[src/rtl/alu_seq_pkg.sv]
`default_nettype none
// ============================================================================
// Module   : alu_seq_pkg
// Brief    : Op codes (shared with the entry FSM) and sequencer state encoding.
// Revision : 1.0
// ============================================================================
package alu_seq_pkg;

    typedef enum logic [1:0] {
        OP_ADD = 2'b00,
        OP_SUB = 2'b01,
        OP_MUL = 2'b10,
        OP_DIV = 2'b11
    } op_e;

    localparam logic [1:0] ST_IDLE = 2'd0;
    localparam logic [1:0] ST_CALC = 2'd1;
    localparam logic [1:0] ST_DONE = 2'd2;

endpackage
`default_nettype wire

[src/rtl/alu_seq_if.sv]
`default_nettype none
// ============================================================================
// Module   : alu_seq_if
// Brief    : Request/result bundle between the entry FSM and the ALU sequencer.
// Revision : 1.0
// ============================================================================
interface alu_seq_if #(
    parameter int W = 16
);
    logic         clr;
    logic         req_valid;
    logic         req_ready;
    logic [1:0]   op;
    logic [W-1:0] a;
    logic [W-1:0] b;
    logic         busy;
    logic         res_valid;
    logic [W-1:0] result;
    logic [W-1:0] rem;
    logic         ovf;
    logic         div0;

    modport master (
        output clr, req_valid, op, a, b,
        input  req_ready, busy, res_valid, result, rem, ovf, div0
    );

    modport slave (
        input  clr, req_valid, op, a, b,
        output req_ready, busy, res_valid, result, rem, ovf, div0
    );
endinterface
`default_nettype wire

[src/rtl/alu_seq_dp.sv]
`default_nettype none
// ============================================================================
// Module   : alu_seq_dp
// Brief    : Operand latches, 2W accumulator, iteration counter and the
//            per-cycle shift-add / restoring-divide step.
// Revision : 1.0
// ============================================================================
module alu_seq_dp
    import alu_seq_pkg::*;
#(
    parameter int W = 16
) (
    input  wire logic         clk,
    input  wire logic         reset,
    input  wire logic         i_load,
    input  wire logic         i_step,
    input  wire logic [1:0]   i_op,
    input  wire logic [W-1:0] i_a,
    input  wire logic [W-1:0] i_b,
    output logic              o_last,
    output logic [W-1:0]      o_nxt_result,
    output logic [W-1:0]      o_nxt_rem,
    output logic              o_nxt_ovf,
    output logic              o_nxt_div0
);

    localparam int               CNT_W    = (W > 1) ? $clog2(W) : 1;
    localparam logic [CNT_W-1:0] CNT_LAST = CNT_W'(W - 1);

    logic [1:0]     r_op;
    logic [W-1:0]   r_a;
    logic [W-1:0]   r_b;
    logic [2*W-1:0] r_acc;
    logic [CNT_W-1:0] r_cnt;

    logic           w_b_zero;
    logic           w_single;
    logic [W:0]     w_sum;
    logic [W:0]     w_diff;
    logic [W:0]     w_mul_add;
    logic [2*W-1:0] w_mul_nxt;
    logic [2*W:0]   w_div_sh;
    logic [W:0]     w_div_trial;
    logic [2*W-1:0] w_div_nxt;

    assign w_b_zero = (r_b == '0);
    assign w_single = (r_op == OP_ADD) || (r_op == OP_SUB) || ((r_op == OP_DIV) && w_b_zero);
    assign o_last   = w_single || (r_cnt == CNT_LAST);

    assign w_sum  = {1'b0, r_a} + {1'b0, r_b};
    assign w_diff = {1'b0, r_a} - {1'b0, r_b};

    // MUL: acc = {partial product, remaining multiplier bits}, shifted right each step
    assign w_mul_add = {1'b0, r_acc[2*W-1:W]} + (r_acc[0] ? {1'b0, r_a} : {(W+1){1'b0}});
    assign w_mul_nxt = {w_mul_add, r_acc[W-1:1]};

    // DIV: acc = {partial remainder, dividend/quotient}, shifted left each step
    assign w_div_sh    = {r_acc, 1'b0};
    assign w_div_trial = w_div_sh[2*W:W] - {1'b0, r_b};
    assign w_div_nxt   = w_div_trial[W] ? w_div_sh[2*W-1:0]
                                        : {w_div_trial[W-1:0], w_div_sh[W-1:1], 1'b1};

    always_ff @(posedge clk) begin
        if (!reset) begin
            r_op  <= '0;
            r_a   <= '0;
            r_b   <= '0;
            r_acc <= '0;
            r_cnt <= '0;
        end else if (i_load) begin
            r_op  <= i_op;
            r_a   <= i_a;
            r_b   <= i_b;
            r_cnt <= '0;
            r_acc <= (i_op == OP_MUL) ? {{W{1'b0}}, i_b} : {{W{1'b0}}, i_a};
        end else if (i_step) begin
            r_acc <= (r_op == OP_MUL) ? w_mul_nxt : w_div_nxt;
            r_cnt <= r_cnt + CNT_W'(1);
        end
    end

    always_comb begin
        o_nxt_result = '0;
        o_nxt_rem    = '0;
        o_nxt_ovf    = 1'b0;
        o_nxt_div0   = 1'b0;
        case (r_op)
            OP_ADD: begin
                o_nxt_result = w_sum[W-1:0];
                o_nxt_ovf    = w_sum[W];
            end
            OP_SUB: begin
                o_nxt_result = w_diff[W-1:0];
                o_nxt_ovf    = w_diff[W];
            end
            OP_MUL: begin
                o_nxt_result = w_mul_nxt[W-1:0];
                o_nxt_ovf    = |w_mul_nxt[2*W-1:W];
            end
            OP_DIV: begin
                if (w_b_zero) begin
                    o_nxt_div0 = 1'b1;
                end else begin
                    o_nxt_result = w_div_nxt[W-1:0];
                    o_nxt_rem    = w_div_nxt[2*W-1:W];
                end
            end
        endcase
    end

endmodule
`default_nettype wire

[src/rtl/alu_seq.sv]
`default_nettype none
// ============================================================================
// Module   : alu_seq
// Brief    : Multi-cycle ALU sequencer: handshake, IDLE/CALC/DONE control and
//            registered result/status outputs.
// Revision : 1.0
// ============================================================================
module alu_seq
    import alu_seq_pkg::*;
#(
    parameter int W = 16
) (
    input  wire logic clk,
    input  wire logic reset,
    alu_seq_if.slave  bus
);

    logic [1:0]   r_state;
    logic [1:0]   w_state_nxt;
    logic         w_accept;
    logic         w_step;
    logic         w_commit;
    logic         w_last;
    logic [W-1:0] w_nxt_result;
    logic [W-1:0] w_nxt_rem;
    logic         w_nxt_ovf;
    logic         w_nxt_div0;

    logic [W-1:0] r_result;
    logic [W-1:0] r_rem;
    logic         r_ovf;
    logic         r_div0;

    assign w_accept = (r_state == ST_IDLE) && bus.req_valid && !bus.clr;
    assign w_step   = (r_state == ST_CALC) && !bus.clr;
    assign w_commit = w_step && w_last;

    alu_seq_dp #(.W(W)) u_dp (
        .clk          (clk),
        .reset        (reset),
        .i_load       (w_accept),
        .i_step       (w_step),
        .i_op         (bus.op),
        .i_a          (bus.a),
        .i_b          (bus.b),
        .o_last       (w_last),
        .o_nxt_result (w_nxt_result),
        .o_nxt_rem    (w_nxt_rem),
        .o_nxt_ovf    (w_nxt_ovf),
        .o_nxt_div0   (w_nxt_div0)
    );

    always_ff @(posedge clk) begin
        if (!reset) begin
            r_state <= ST_IDLE;
        end else begin
            r_state <= w_state_nxt;
        end
    end

    always_comb begin
        w_state_nxt = r_state;
        case (r_state)
            ST_IDLE: if (w_accept) w_state_nxt = ST_CALC;
            ST_CALC: begin
                if (bus.clr)     w_state_nxt = ST_IDLE;
                else if (w_last) w_state_nxt = ST_DONE;
            end
            default: w_state_nxt = ST_IDLE;
        endcase
    end

    always_comb begin
        bus.req_ready = (r_state == ST_IDLE) && !bus.clr && reset;
        bus.busy      = (r_state != ST_IDLE);
        bus.res_valid = (r_state == ST_DONE);
    end

    // Aborted operations never reach commit, so outputs keep the last result
    always_ff @(posedge clk) begin
        if (!reset) begin
            r_result <= '0;
            r_rem    <= '0;
            r_ovf    <= 1'b0;
            r_div0   <= 1'b0;
        end else if (w_commit) begin
            r_result <= w_nxt_result;
            r_rem    <= w_nxt_rem;
            r_ovf    <= w_nxt_ovf;
            r_div0   <= w_nxt_div0;
        end
    end

    assign bus.result = r_result;
    assign bus.rem    = r_rem;
    assign bus.ovf    = r_ovf;
    assign bus.div0   = r_div0;

endmodule
`default_nettype wire
[src/flat_wrapper.sv]
// flat-port wrapper written by rule: the top's interface ports become plain ports
module alu_seq_flat import alu_seq_pkg::*;
#(
    parameter int W = 16
)
  (clk, reset, bus_clr, bus_req_valid, bus_op, bus_a, bus_b, bus_req_ready, bus_busy, bus_res_valid, bus_result, bus_rem, bus_ovf, bus_div0);
  alu_seq_if #(.W(W)) bus_i ();
  input  wire logic clk;
  input  wire logic reset;
  input wire logic [$bits(bus_i.clr)-1:0] bus_clr;
  input wire logic [$bits(bus_i.req_valid)-1:0] bus_req_valid;
  input wire logic [$bits(bus_i.op)-1:0] bus_op;
  input wire logic [$bits(bus_i.a)-1:0] bus_a;
  input wire logic [$bits(bus_i.b)-1:0] bus_b;
  output wire logic [$bits(bus_i.req_ready)-1:0] bus_req_ready;
  output wire logic [$bits(bus_i.busy)-1:0] bus_busy;
  output wire logic [$bits(bus_i.res_valid)-1:0] bus_res_valid;
  output wire logic [$bits(bus_i.result)-1:0] bus_result;
  output wire logic [$bits(bus_i.rem)-1:0] bus_rem;
  output wire logic [$bits(bus_i.ovf)-1:0] bus_ovf;
  output wire logic [$bits(bus_i.div0)-1:0] bus_div0;
  assign bus_i.clr = bus_clr;
  assign bus_i.req_valid = bus_req_valid;
  assign bus_i.op = bus_op;
  assign bus_i.a = bus_a;
  assign bus_i.b = bus_b;
  assign bus_req_ready = bus_i.req_ready;
  assign bus_busy = bus_i.busy;
  assign bus_res_valid = bus_i.res_valid;
  assign bus_result = bus_i.result;
  assign bus_rem = bus_i.rem;
  assign bus_ovf = bus_i.ovf;
  assign bus_div0 = bus_i.div0;
  alu_seq #(.W(W)) u_core (.clk(clk), .reset(reset), .bus(bus_i));
endmodule
[config.mk]
export PLATFORM = sky130hd
export DESIGN_NAME = alu_seq_flat
export DESIGN_NICKNAME = d
export VERILOG_FILES = /design/src/rtl/alu_seq_pkg.sv /design/src/rtl/alu_seq_if.sv /design/src/rtl/alu_seq_dp.sv /design/src/rtl/alu_seq.sv /design/src/flat_wrapper.sv
export SDC_FILE = /design/constraint.sdc
export NUM_CORES = 1
export LEC_CHECK = 0
export ABC_AREA = 1
export CORE_MARGIN = 2
export CORE_UTILIZATION = 25
export CTS_CLUSTER_SIZE = 10
export DETAILED_ROUTE_END_ITERATION = 12
export GPL_TIMING_DRIVEN = 1
export PLACE_DENSITY = 0.51
export SLEW_MARGIN = 10
export SYNTH_ARGS = -nofsm -noshare
export SYNTH_HDL_FRONTEND = slang
export SYNTH_SLANG_ARGS = --single-unit
[constraint.sdc]
create_clock -name clk -period 6.2 [get_ports clk]
set_input_delay 0.93 -clock clk [delete_from_list [all_inputs] [get_ports clk]]
set_output_delay 0.93 -clock clk [all_outputs]
set_load 0.01 [all_outputs]
==> results.ini, run 1 <==
[yosys]
synth_seq_cells=106
synthTopCellsByArea=dfxtp_1 24%, nand2_1 17%, ha_1 9.3%
synth-compound-area-share_pct=19.1
syn_inst=1401
post_synth_instance_area_um2=8780
synth_largest_area_cell=dfxtp_1
post_synth.cell_area_avg_um2=6.27
postSynthNetCount=1508
postSynth.topFlopCell=dfxtp_1
yosysUniqueCellTypes=56
synthAdderAreaFrac_pct=10.2
muxShareOfSynthArea_pct=0.513
edff_count_synth=0
yosys_warnings=0
yosys.area_share.simple_pct=32.7
portion_of_the_post_synthesis_area_used_by_sequential_elements_pct=24.2
synth_top_area_share_pct=24.2
largest_family_of_logic_cells_by_synthesized_area=simple AND/OR/NAND/NOR gates
parity_gate_share_of_the_synthesized_area_counting_xor_and_xnor_cells_pct=1.99
asyncSetResetFlopFracSynth_pct=0

[timing]
fin_worst_skew_ns=0.0113
min_period_ns=3.55
setup_violations=0
timing.max_slew.rel_slack_pct=44.4
unrepaired_setup_endpoints_after_global_routing=false
worst-slew-pin-transition_ns=0.832
finalHoldViolCount=0
achievable-frequency_ghz=0.282
hold_ws_ns=0.465
final_cycle_utilization_of_the_critical_path_pct=57.3
tns_ns=0
maxSlewViolCount=0

[drt]
per_cell_via_count_in_the_routed_design=4.80
remaining_drc_errors=0
routed_wl_um=31200
drt_first_pass_iters=6
route.detailed.wl_per_inst_um=16.4
vias=9144
drtAntennaViolNets=0
initialDrtViolationCount=593

[clock_network]
cts_tree=yes
clockBufferDepth=2
cts.sink_count=106
cts-buffers-inserted=9
ctsRootBufferMaster=clkbuf_16
clock_latency_ns=0.37
holdBufCountCts=0
ctsHtreeMaxLevel=3
resized_cells_post_cts=0
postCtsSetupBuffers=0
clk_pin_slew_worst_paths_ns=0.08

[global_routing]
antenna_found_initial=0
globalRoute.totalOverflow=0
pin_count_of_the_biggest_net_entering_global_routing=72
global_route_wire_length_before_repair_um=48500
globalRouteTotalUtil_pct=17.2
vias_in_the_first_global_route=8687

[worst_setup_path]
cpMaxStageDelayCell=clkdlybuf4s50_1
critPathLaunch=reset
worst-setup-path-type=input port to primary output
worst-endpoint-arrival_ns=2.62
worstPathBufferInverterCount=4
max_stage_delay_ns=0.56
critPathTopFamily=buffers and inverters
crit_path_start_kind=input port
critical_path.reg2reg.startpoint=u_core.u_dp.r_acc[0]$_SDFFE_PN0P_
critical_path_peak_fanout=47
path_cells=clkdlybuf4s50_1, buf_4, inv_2, nor3_1, clkdlybuf4s50_1
critPathCaptureType=primary output
most_repeated_library_cell_on_the_critical_path=clkdlybuf4s50_1
cp.required_ns=5.27

[final_layout]
layout.area.seq_um2=2120
drive_gt1_share_pct=6.63
final_std_cell_area_no_fill_um2=10200
final_net_count=1551
layout.filler_cells=3966
growth_of_design_area_from_synthesis_to_finish_pct=16.2
area_used_by_multi_input_combinational_logic_um2=5670

[placement]
gp_congestion=0.883
dp.final_hpwl_um=24500
io_buffers=74
post_dp_cell_area_um2=9910

[power_and_ir_drop]
leakage_uw=0.00481
peakVddDrop_uv=132
cellPowerDensity_nw_per_um2=185

[floorplan]
rows=68
start_util_pct=25.4
die_span_y_um=191
coreArea_um2=34500
top_level_ports=75
die-area_um2=36600
chipWidth_um=191

[run]
drv.max_cap_violation_count=0

[status]
status=finished, final reports clean

[min_path]
holdCritStartpoint=u_core.bus.rem[6]$_SDFFE_PN0P_
timing.hold.worst.class=flop to flop

-- flip-flops by register name, summed over array words and instances, names as in the netlist --
register	count
u_core.u_dp.r_op	2
u_core.bus.result	16
u_core.bus.ovf	1
u_core.u_dp.r_acc	32
u_core.bus.div0	1
u_core.u_dp.r_cnt	4
u_core.u_dp.r_a	16
u_core.u_dp.r_b	16
u_core.r_state	2
u_core.bus.rem	16
-- synthesized netlist by cell type (all sizes together) (11+ instances only) --
| master | count |
|---|---|
| nand2 | 420 |
| inv | 197 |
| a21oi | 150 |
| dfxtp | 106 |
| o21ai | 102 |
| nor2 | 99 |
| nand3 | 93 |
| ha | 65 |
| buf | 25 |
| clkbuf | 24 |
| nor3 | 15 |
| xor2 | 15 |
| a211oi | 13 |
| nand4 | 11 |
-- cell type report --
| class | count | share of cell area (%) |
|---|---|---|
| Inverter | 199 | 7.41 |
| Clock buffer | 11 | 2.38 |
| Antenna cell | 1 | 0.0245 |
| Multi-Input combinational cell | 1047 | 55.6 |
| Clock inverter | 5 | 0.454 |
| Timing Repair Buffer | 81 | 7.77 |
| Tap cell | 455 | 5.58 |
| Sequential cell | 106 | 20.8 |
-- worst paths after layout --
check | to | slack, ns | depth (start not counted)
min reg2reg | u_core.bus.rem[6]$_SDFFE_PN0P_ | 0.46 | 2
min | u_core.bus.rem[6]$_SDFFE_PN0P_ | 0.46 | 2
max reg2reg | u_core.bus.ovf$_SDFFE_PN0P_ | 3.09 | 19
max | bus_req_ready | 2.65 | 5
-- metrics by stage --
stage / cells / setup WS [ns] / total power, uW / util (%)
finish: 1905 / 2.65 / 1880 / 29.5
global route: 1904 / 2.54 / 1990 / 29.5
CTS: 1904 / 2.65 / 1900 / 29.5
detailed placement: 1888 / 2.51 / 1290 / 28.7
global placement: 1888 / 2.55 / 1290 / 28.7
floorplan: 1401 / 3.52 / 1120 / -
-- cell usage in the layout (no fill, tap or decap), types with 5 or more instances in the layout --
cell type        netlist  layout
clkbuf_16              0       9
inv_2                  7       8
a211oi_1              13      13
nand3b_1               5       5
xnor2_1                5       5
o211ai_1               6       6
a2111oi_0              6       6
xor2_1                15      15
o21bai_1               7       7
o21ai_1                8       8
buf_4                  2       7
nand2_1              406     406
nand2_2                9       9
ha_1                  65      65
o21ai_0               93      93
a21oi_2               12      12
nor2_1                95      94
dfxtp_1              106     106
nand4_1               11      11
nor3_1                13      13
clkdlybuf4s50_1        0      74
nand3_2               22      23
nor2_2                 4       5
a21oi_1              138     138
inv_1                189     188
nand3_1               71      70
-- routing by layer --
| metal | GRT usage, % | wire length [um] | up-vias |
|---|---|---|---|
| li1 | - | - | 4628 |
| met1 | 23.8 | 15500 | 4262 |
| met2 | 27.5 | 13900 | 219 |
| met3 | 1.63 | 928 | 35 |
| met4 | 6.27 | 919 | 0 |
| met5 | 0 | 0 | - |
-- worst min-delay path: cells and delay by family (launching register included) --
| family | cells | cell delay, ns |
|---|---|---|
| AO/OA/AOI/OAI | 1 | 0.05 |
| flip-flops | 1 | 0.31 |
| AND/OR/NAND/NOR | 1 | 0.06 |
-- power by group --
group	switching (uW)	internal (uW)	leakage (uW)
sequential	28.1	707	0.000863
combinational	363	182	0.00381
clock	310	292	0.000136
-- cells by family after synthesis --
kind of cell	Yosys count
AO/OA/AOI/OAI	300
flip-flops	106
multiplexers	4
adder cells (fa/ha/maj)	69
buffers and inverters	248
AND/OR/NAND/NOR	654
XOR/XNOR	20
No activity file was read; power rests on OpenSTA's default activity.
==> run 2: changes to the inputs <==
--- a/config.mk
+++ b/config.mk
@@ -11,7 +11,7 @@
 export CTS_CLUSTER_SIZE = 10
 export DETAILED_ROUTE_END_ITERATION = 12
 export GPL_TIMING_DRIVEN = 1
-export PLACE_DENSITY = 0.51
+export PLACE_DENSITY = 0.52
 export SLEW_MARGIN = 10
 export SYNTH_ARGS = -nofsm -noshare
 export SYNTH_HDL_FRONTEND = slang
==> constraint.sdc (replaced) <==
create_clock -name clk -period 3.1 [get_ports clk]
set_input_delay 0.465 -clock clk [delete_from_list [all_inputs] [get_ports clk]]
set_output_delay 0.465 -clock clk [all_outputs]
set_load 0.01 [all_outputs]
==> results.ini, run 2 (synthesized netlist as in run 1, its figures left out) <==
[floorplan]
die-area_um2=36600
start_util_pct=25.4
coreArea_um2=34500
rows=68
die_span_y_um=191
chipWidth_um=191
top_level_ports=75

[timing]
worst-slew-pin-transition_ns=0.764
unrepaired_setup_endpoints_after_global_routing=false
maxSlewViolCount=0
min_period_ns=2.81
final_cycle_utilization_of_the_critical_path_pct=90.6
setup_violations=0
timing.max_slew.rel_slack_pct=49.0
finalHoldViolCount=0
achievable-frequency_ghz=0.356
fin_worst_skew_ns=0.0103
tns_ns=0
hold_ws_ns=0.470

[worst_setup_path]
worstPathBufferInverterCount=2
critical_path_peak_fanout=18
max_stage_delay_ns=0.49
worst-setup-path-type=flop to flop
worst-endpoint-arrival_ns=3.04
ff2ff_setup_slack_ns=0.29
critPathTopFamily=simple AND/OR/NAND/NOR gates
cpMaxStageDelayCell=fa_1
critPathCaptureType=flop
path_cells=buf_4, nand2_1, fa_1, inv_1, nand3_1, nand3_1, nand2_1, nand2_1, nand2_1, nand2_1, nand2_1, nor3_2, nand3_1, nand2_1, nand2_1, nand2_1, a21oi_1
most_repeated_library_cell_on_the_critical_path=nand2_1
crit_path_start_kind=flop
worst-path-stages=17
cp.required_ns=3.33
reg2reg_depth=17

[clock_network]
clockBufferDepth=2
postCtsSetupBuffers=0
ctsHtreeMaxLevel=3
cts-buffers-inserted=9
clk_pin_slew_worst_paths_ns=0.08
holdBufCountCts=0
clock_latency_ns=0.37
cts.sink_count=106
cts_tree=yes
ctsRootBufferMaster=clkbuf_16

[power_and_ir_drop]
cellPowerDensity_nw_per_um2=367
peakVddDrop_uv=255
leakage_uw=0.00490

[final_layout]
drive_gt1_share_pct=7.51
layout.filler_cells=3928
largest_reg_flops=32
growth_of_design_area_from_synthesis_to_finish_pct=17.7
most_frequent_cells_in_the_layout=406 x nand2_1, 188 x inv_1, 138 x a21oi_1
mostFrequentLayoutCell=nand2_1
final_net_count=1567
layout.core_utilization_pct=29.9
registers.top_by_ff_count=u_core.u_dp.r_acc

[global_routing]
pin_count_of_the_biggest_net_entering_global_routing=71
global_route_wire_length_before_repair_um=49900
globalRouteTotalUtil_pct=17.8
globalRoute.totalOverflow=0
vias_in_the_first_global_route=8824
antenna_found_initial=0

[run]
drv.max_cap_violation_count=0

[drt]
initialDrtViolationCount=615
per_cell_via_count_in_the_routed_design=4.83
drtAntennaViolNets=0
route.detailed.wl_per_inst_um=16.8
remaining_drc_errors=0
vias=9272
routed_wl_um=32300
drt_first_pass_iters=6

[placement]
io_buffers=74
dp.final_hpwl_um=25500
gp_congestion=0.898

[min_path]
timing.hold.worst.class=flop to flop
hold_path_depth=2

[status]
status=finished, final reports clean

[run 2: timing repair]
item	in CTS	in global routing
resized for setup	0	1
endpoints found under the hold margin	0	0
setup endpoints to repair	0	1
[run 2: path summary, 6_finish.rpt]
path | end | start
setup / recovery | u_core.bus.ovf$_SDFFE_PN0P_ | u_core.u_dp.r_acc[0]$_SDFFE_PN0P_
hold / removal | u_core.bus.rem[1]$_SDFFE_PN0P_ | u_core.bus.rem[1]$_SDFFE_PN0P_
setup reg to reg | u_core.bus.ovf$_SDFFE_PN0P_ | u_core.u_dp.r_acc[0]$_SDFFE_PN0P_
hold reg to reg | u_core.bus.rem[1]$_SDFFE_PN0P_ | u_core.bus.rem[1]$_SDFFE_PN0P_
[run 2: power breakdown]
group / internal, uW / switching [uW] / total, uW
Combinational: 381 / 741 / 1120
Sequential: 1410 / 44.4 / 1460
Clock: 648 / 570 / 1220
[run 2: layout make-up]
type | count | area, um^2 | share of cell area [%]
flip-flops and latches | 106 | 2120 | 20.5
well taps | 455 | 569 | 5.51
clock inverters | 2 | 37.5 | 0.363
diodes | 1 | 2.50 | 0.0242
inverters | 199 | 756 | 7.31
multi-input cells | 1047 | 5680 | 54.9
clock buffers | 13 | 250 | 2.42
repair buffers | 97 | 926 | 8.95
[run 2: per-stage QoR]
step | cell area, um^2 | cells | power, uW | setup WS (ns)
global placement | 10000 | 1904 | 2600 | 0.223
CTS | 10300 | 1919 | 3830 | 0.217
detailed placement | 10000 | 1904 | 2600 | 0.239
global route | 10300 | 1919 | 4010 | 0.0433
floorplan | 8780 | 1401 | 2240 | 0.422
finish | 10300 | 1920 | 3800 | 0.292
[run 2: layer usage]
metal / part of all wire [%] / wire (um) / GRT usage [%] / vias up
li1: - / - / - / 4670
met1: 48 / 15600 / 24.7 / 4276
met2: 44 / 14100 / 28.1 / 283
met3: 5.8 / 1880 / 3.14 / 43
met4: 2.2 / 696 / 5.33 / 0
met5: 0 / 0 / 0 / -
[run 2: worst min-delay path, cell delays in order, from the launching register on]
cell and delay, ns:
dfxtp_1 0.32, nand2_1 0.06, a21oi_1 0.05
